[config.mk]
export PLATFORM = sky130hd
export DESIGN_NAME = mdu_iter
export DESIGN_NICKNAME = d
export VERILOG_FILES = /design/src/rtl/mdu_iter.sv
export SDC_FILE = /design/constraint.sdc
export NUM_CORES = 2
export LEC_CHECK = 0
export CAP_MARGIN = 20
export CORE_MARGIN = 10
export CORE_UTILIZATION = 60
export DETAILED_ROUTE_END_ITERATION = 10
export GPL_ROUTABILITY_DRIVEN = 0
export PLACE_DENSITY_LB_ADDON = 0.05
export SETUP_SLACK_MARGIN = 0.2
export SYNTH_ARGS = -nofsm -noshare
export SYNTH_HDL_FRONTEND = slang
export SYNTH_SLANG_ARGS = --single-unit
[constraint.sdc]
create_clock -name clk -period 12.85 [get_ports clk]
set_clock_uncertainty 0.05 [all_clocks]
set_input_delay 3.2125 -clock clk [delete_from_list [all_inputs] [get_ports clk]]
set_output_delay 3.2125 -clock clk [all_outputs]
set_load 0.02 [all_outputs]
[src/rtl/mdu_iter.sv]
// rtl/mdu_iter.sv - iterative shift-add multiplier and restoring divider owning HI/LO
module mdu_iter #(
  parameter int WIDTH    = 32,
  parameter int MUL_BITS = 4
) (
  input  logic             clk,
  input  logic             reset,
  input  logic             en,
  input  logic [3:0]       op,
  input  logic [WIDTH-1:0] srca,
  input  logic [WIDTH-1:0] srcb,
  input  logic             cancel,
  output logic [WIDTH-1:0] hi,
  output logic [WIDTH-1:0] lo,
  output logic             busy,
  output logic             done
);

  localparam int N_MUL = WIDTH / MUL_BITS;
  localparam int CW    = $clog2(WIDTH + 1);

  localparam logic [1:0] S_IDLE = 2'd0;
  localparam logic [1:0] S_MUL  = 2'd1;
  localparam logic [1:0] S_DIV  = 2'd2;
  localparam logic [1:0] S_FIX  = 2'd3;

  localparam logic [3:0] OP_MULT  = 4'd1;
  localparam logic [3:0] OP_MULTU = 4'd2;
  localparam logic [3:0] OP_DIV   = 4'd3;
  localparam logic [3:0] OP_DIVU  = 4'd4;
  localparam logic [3:0] OP_MADD  = 4'd5;
  localparam logic [3:0] OP_MADDU = 4'd6;
  localparam logic [3:0] OP_MSUB  = 4'd7;
  localparam logic [3:0] OP_MSUBU = 4'd8;
  localparam logic [3:0] OP_MTHI  = 4'd9;
  localparam logic [3:0] OP_MTLO  = 4'd10;

  logic [1:0]         r_state;
  logic [CW-1:0]      r_cnt;
  logic [3:0]         r_op;
  logic               r_sa;
  logic               r_sb;
  logic [2*WIDTH-1:0] r_mcand;
  logic [WIDTH-1:0]   r_mplier;
  logic [2*WIDTH-1:0] r_acc;
  logic [WIDTH-1:0]   r_dvd;
  logic [WIDTH-1:0]   r_dvsr;
  logic [WIDTH-1:0]   r_rem;
  logic [WIDTH-1:0]   r_hi;
  logic [WIDTH-1:0]   r_lo;
  logic               r_done;

  logic               w_idle_req;
  logic               w_is_mul;
  logic               w_is_div;
  logic               w_signed_op;
  logic               w_start;
  logic               w_sa;
  logic               w_sb;
  logic [WIDTH-1:0]   w_abs_a;
  logic [WIDTH-1:0]   w_abs_b;
  logic [2*WIDTH-1:0] w_partial;
  logic [WIDTH:0]     w_rem_sh;
  logic               w_qbit;
  logic [WIDTH-1:0]   w_sub;
  logic [2*WIDTH-1:0] w_prod;
  logic [WIDTH-1:0]   w_quo;
  logic [WIDTH-1:0]   w_rem;
  logic [2*WIDTH-1:0] w_hilo;

  assign w_idle_req  = en & ~cancel & (r_state == S_IDLE);
  assign w_is_mul    = op inside {OP_MULT, OP_MULTU, OP_MADD, OP_MADDU, OP_MSUB, OP_MSUBU};
  assign w_is_div    = op inside {OP_DIV, OP_DIVU};
  assign w_signed_op = op inside {OP_MULT, OP_DIV, OP_MADD, OP_MSUB};
  assign w_start     = w_idle_req & ~reset & (w_is_mul | (w_is_div & (srcb != '0)));

  // Magnitudes are unsigned, so |INT_MIN| naturally becomes 2^(WIDTH-1).
  assign w_sa    = w_signed_op & srca[WIDTH-1];
  assign w_sb    = w_signed_op & srcb[WIDTH-1];
  assign w_abs_a = w_sa ? -srca : srca;
  assign w_abs_b = w_sb ? -srcb : srcb;

  always_comb begin
    w_partial = '0;
    for (int j = 0; j < MUL_BITS; j++) begin
      if (r_mplier[j]) w_partial = w_partial + (r_mcand << j);
    end
  end

  assign w_rem_sh = {r_rem, r_dvd[WIDTH-1]};
  assign w_qbit   = (w_rem_sh >= {1'b0, r_dvsr});
  assign w_sub    = w_rem_sh[WIDTH-1:0] - r_dvsr;

  assign w_prod = (r_sa ^ r_sb) ? -r_acc : r_acc;
  assign w_quo  = (r_sa ^ r_sb) ? -r_dvd : r_dvd;
  assign w_rem  = r_sa ? -r_rem : r_rem;
  assign w_hilo = {r_hi, r_lo};

  always_ff @(posedge clk) begin
    if (reset) begin
      r_state  <= S_IDLE;
      r_cnt    <= '0;
      r_op     <= '0;
      r_sa     <= 1'b0;
      r_sb     <= 1'b0;
      r_mcand  <= '0;
      r_mplier <= '0;
      r_acc    <= '0;
      r_dvd    <= '0;
      r_dvsr   <= '0;
      r_rem    <= '0;
      r_hi     <= '0;
      r_lo     <= '0;
      r_done   <= 1'b0;
    end else begin
      r_done <= 1'b0;
      case (r_state)
        S_IDLE: begin
          if (w_start) begin
            r_op     <= op;
            r_sa     <= w_sa;
            r_sb     <= w_sb;
            r_mcand  <= {{WIDTH{1'b0}}, w_abs_a};
            r_mplier <= w_abs_b;
            r_acc    <= '0;
            r_dvd    <= w_abs_a;
            r_dvsr   <= w_abs_b;
            r_rem    <= '0;
            r_state  <= w_is_mul ? S_MUL : S_DIV;
            r_cnt    <= w_is_mul ? CW'(N_MUL) : CW'(WIDTH);
          end else if (w_idle_req && op == OP_MTHI) begin
            r_hi <= srca;
          end else if (w_idle_req && op == OP_MTLO) begin
            r_lo <= srca;
          end
        end
        S_MUL: begin
          if (cancel) begin
            r_state <= S_IDLE;
          end else begin
            r_acc    <= r_acc + w_partial;
            r_mcand  <= r_mcand << MUL_BITS;
            r_mplier <= r_mplier >> MUL_BITS;
            r_cnt    <= r_cnt - CW'(1);
            if (r_cnt == CW'(1)) r_state <= S_FIX;
          end
        end
        S_DIV: begin
          if (cancel) begin
            r_state <= S_IDLE;
          end else begin
            r_rem <= w_qbit ? w_sub : w_rem_sh[WIDTH-1:0];
            r_dvd <= {r_dvd[WIDTH-2:0], w_qbit};
            r_cnt <= r_cnt - CW'(1);
            if (r_cnt == CW'(1)) r_state <= S_FIX;
          end
        end
        default: begin
          r_state <= S_IDLE;
          if (!cancel) begin
            r_done <= 1'b1;
            case (r_op)
              OP_MULT, OP_MULTU: {r_hi, r_lo} <= w_prod;
              OP_DIV, OP_DIVU: begin
                r_hi <= w_rem;
                r_lo <= w_quo;
              end
              OP_MADD, OP_MADDU: {r_hi, r_lo} <= w_hilo + w_prod;
              OP_MSUB, OP_MSUBU: {r_hi, r_lo} <= w_hilo - w_prod;
              default: r_done <= 1'b0;
            endcase
          end
        end
      endcase
    end
  end

  assign hi   = r_hi;
  assign lo   = r_lo;
  assign busy = w_start | (r_state != S_IDLE);
  assign done = r_done;

endmodule

==> metrics.txt <==
via/cell ratio=6.74; peak supply drop=between 0.2 and 0.25 mV; synth cell count leaders=a21oi_1, nor2_1, nand2_1; Reg-to-Reg Start=r_mplier[0]$_SDFFE_PP0P_; share of the yosys chip area belonging to registers=15.2%; syn avg cell area=7.01 um2; Worst R2R End=r_acc[63]$_SDFFE_PP0P_; # clock sinks=335; Ports=138; H-tree levels=2; clk_lat worst skew=0.60 ns; Clock transition at path regs=0.06 ns; final wirelength=160 mm; hold path start=r_mplier[12]$_SDFFE_PP0P_; Pwr Total=about 7 mW; Detailed Routing Iterations Pass 1=9; fillers=6744; dominant synthesized flop cell=dfxtp_1; Area contributors post-synth=dfxtp_1, ha_1, a21oi_1; CTS root buffer=clkbuf_16; Post-CTS Hold Buffers=0; syn_nets=6780; main combinational cell family by area after synthesis=compound AO/OA/AOI/OAI gates; hold endpoint=r_mplier[12]$_SDFFE_PP0P_; RSZ-0062 raised after global routing=false; LEAKAGE=20.5 nW; DRT antenna net count=0; Worst Path Arrival=11.68 ns; post-CTS resize count=0; die width=291 um; wire per inst=22.4 um; Worst slew margin=around 28%; area of the multi-input gates=around 35000 um2; CP max stage delay=between 0.6 and 0.7 ns; count of final setup violators=0; Die ar.=84700 um2; drt drc=0; layout cell share with drive strength beyond 1=around 5.0%; Num CTS Buffers=43; largest net degree at the start of global routing=96; hold crit path type=flop to flop; Final nets=6624; Register-to-Register Setup Slack=1.60 ns; DIE HEIGHT=291 um; FFs w/ async S/R, synth=0%; Starting DRT DRC Count=5360; TNS Setup=0 ns; top cell type's share of synthesized area=15.2%; crit path kind=flop to flop; Cell Pwr Density=148 nW/um2; #FFs+latches synth=between 300 and 400; initial antenna violation count=4; P&R area growth vs syn=6.93%; startpoint types=flop; cell count after synthesis=6290; required time of the critical path=13.28 ns; simple-gate share of the synthesized area=between 20% and 30%; top cell type by total area after synthesis=dfxtp_1; GRT Total Usage=35.2%; Synth Area in Compound Gates=33.2%; maximum clock rate=88.9 MHz; Pins Over Slew Limit=0; Rows=99; critical path's slowest cell=dfxtp_2; CTS Buffer Depth=3; gr ovfl total=0; vias in the first global route=42800; post-route minimum period=11.25 ns; CP max FO=55; most numerous cell in the Yosys netlist=a21oi_1; DP HPWL=123 mm; DP Cell Count=approximately 7000; IO Port Bufs=between 100 and 150; endpoint type of the worst setup path=flop; Post-synth EDFFs=0; hold path depth=2; Synth Area in Adders=12.0%; Starting Density=60.4%; Post-CTS Setup Repair Bufs=0; yosys warns=0; Max Cap Viol=0; cell mode on critical path=nand2_1; count of final hold-check violations=0; post-synthesis cell area=roughly 44000 um2; final cell count without fillers=around 7100; status=finished clean; mux cell area share after synthesis=3.62%; TritonCTS clock tree=yes; core area=73000 um2; Worst Tran Pin Value=1.05 ns; Worst R2R Path Depth=50; Vias=roughly 48000; first-pass GRT wire length=between 200 and 250 mm; Final Cycle Share=87.6%; FF+latch area=6720 um2; synth unique cells=111; Synth Area in XOR/XNOR=9.29%
## state kept, by name, indices dropped and copies added, names as in the netlist, 32 cells and up
register	count
r_acc	64
r_mplier	32
r_rem	32
lo	32
r_dvd	32
hi	32
r_mcand	64
r_dvsr	32
## per-layer routing
| metal | vias to the layer above | share of wire [%] | GRT usage [%] |
|---|---|---|---|
| met3 | 501 | 12 | 8.21 |
| met4 | 4 | 5.2 | 15.9 |
| met5 | - | 0.018 | 0 |
| met1 | 22400 | 41 | 47.3 |
| met2 | 2584 | 42 | 52.7 |
| li1 | 22600 | - | - |
## kinds of logic (layout without fill, tap and decap cells)
group                    Yosys count  in the layout
AO/OA/AOI/OAI                   2257           2257
AND/OR/NAND/NOR                 1972           1972
buffers and inverters            692            571
XOR/XNOR                         465            465
adder cells (fa/ha/maj)          420            420
flip-flops                       335            335
multiplexers                     149            149
other                              0              1
## metrics by stage
stage,instance area [um2],hold slack (ns),util [%],setup WS [ns]
detailed placement,45700,0.395,62.6,1.63
global placement,45700,0.388,62.6,1.90
finish,47200,0.401,64.6,1.60
global route,47200,0.423,64.6,0.665
floorplan,44100,0.382,-,2.22
CTS,47200,0.407,64.6,1.64
## power breakdown
group	internal (mW)	switching [mW]	leakage (nW)
Clock	0.755	0.550	0.727
Sequential	1.20	0.307	2.71
Combinational	1.42	2.75	17.1
## worst max-delay path by stage
stage / from / end / slack (ns) / cells past startpoint
floorplan: r_mplier[0]$_SDFFE_PP0P_ / r_acc[63]$_SDFFE_PP0P_ / 2.22 / 58
global placement: r_mplier[0]$_SDFFE_PP0P_ / r_acc[63]$_SDFFE_PP0P_ / 1.90 / 50
detailed placement: r_mplier[0]$_SDFFE_PP0P_ / r_acc[63]$_SDFFE_PP0P_ / 1.63 / 50
CTS: r_mplier[0]$_SDFFE_PP0P_ / r_acc[63]$_SDFFE_PP0P_ / 1.64 / 50
global route: r_mplier[0]$_SDFFE_PP0P_ / r_acc[63]$_SDFFE_PP0P_ / 0.66 / 50
finish: r_mplier[0]$_SDFFE_PP0P_ / r_acc[63]$_SDFFE_PP0P_ / 1.60 / 50
## layout by cell type (no fill, tap or decap), drive strengths merged, types with 37 or more instances in the layout
cell type	n
or3	41
buf	44
clkbuf	58
a21o	204
dfxtp	335
o21ai	407
nor2	660
clkdlybuf4s50	136
nand2	605
mux2i	66
xnor2	273
o31ai	64
nor3	133
xor2	192
nand2b	53
mux2	83
ha	411
a21oi	756
a22oi	95
o21bai	102
o211ai	54
and2	56
a31oi	62
and3	49
a211oi	106
nand4	71
nand3	97
nor2b	64
inv	315
nor4	51
o221ai	50
o21a	37
## layout make-up
class | count | share of cell area [%]
multi-input combinational | 5263 | 73.9
tap | 959 | 2.54
timing repair buffer | 180 | 3.60
clock inverter | 22 | 0.515
inverter | 311 | 2.48
clock buffer | 58 | 2.66
antenna | 1 | 0.00531
sequential | 335 | 14.2
## worst max-delay path, delay by kind of cell (launching register included)
family	cells	cell delay, ns
compound gates	19	4.32
buf+inv	3	0.68
xor+xnor	6	0.80
mux	2	0.55
flops	1	0.66
fa+ha+maj	4	1.42
simple gates	16	2.67
No activity file was read; power rests on OpenSTA's default activity.
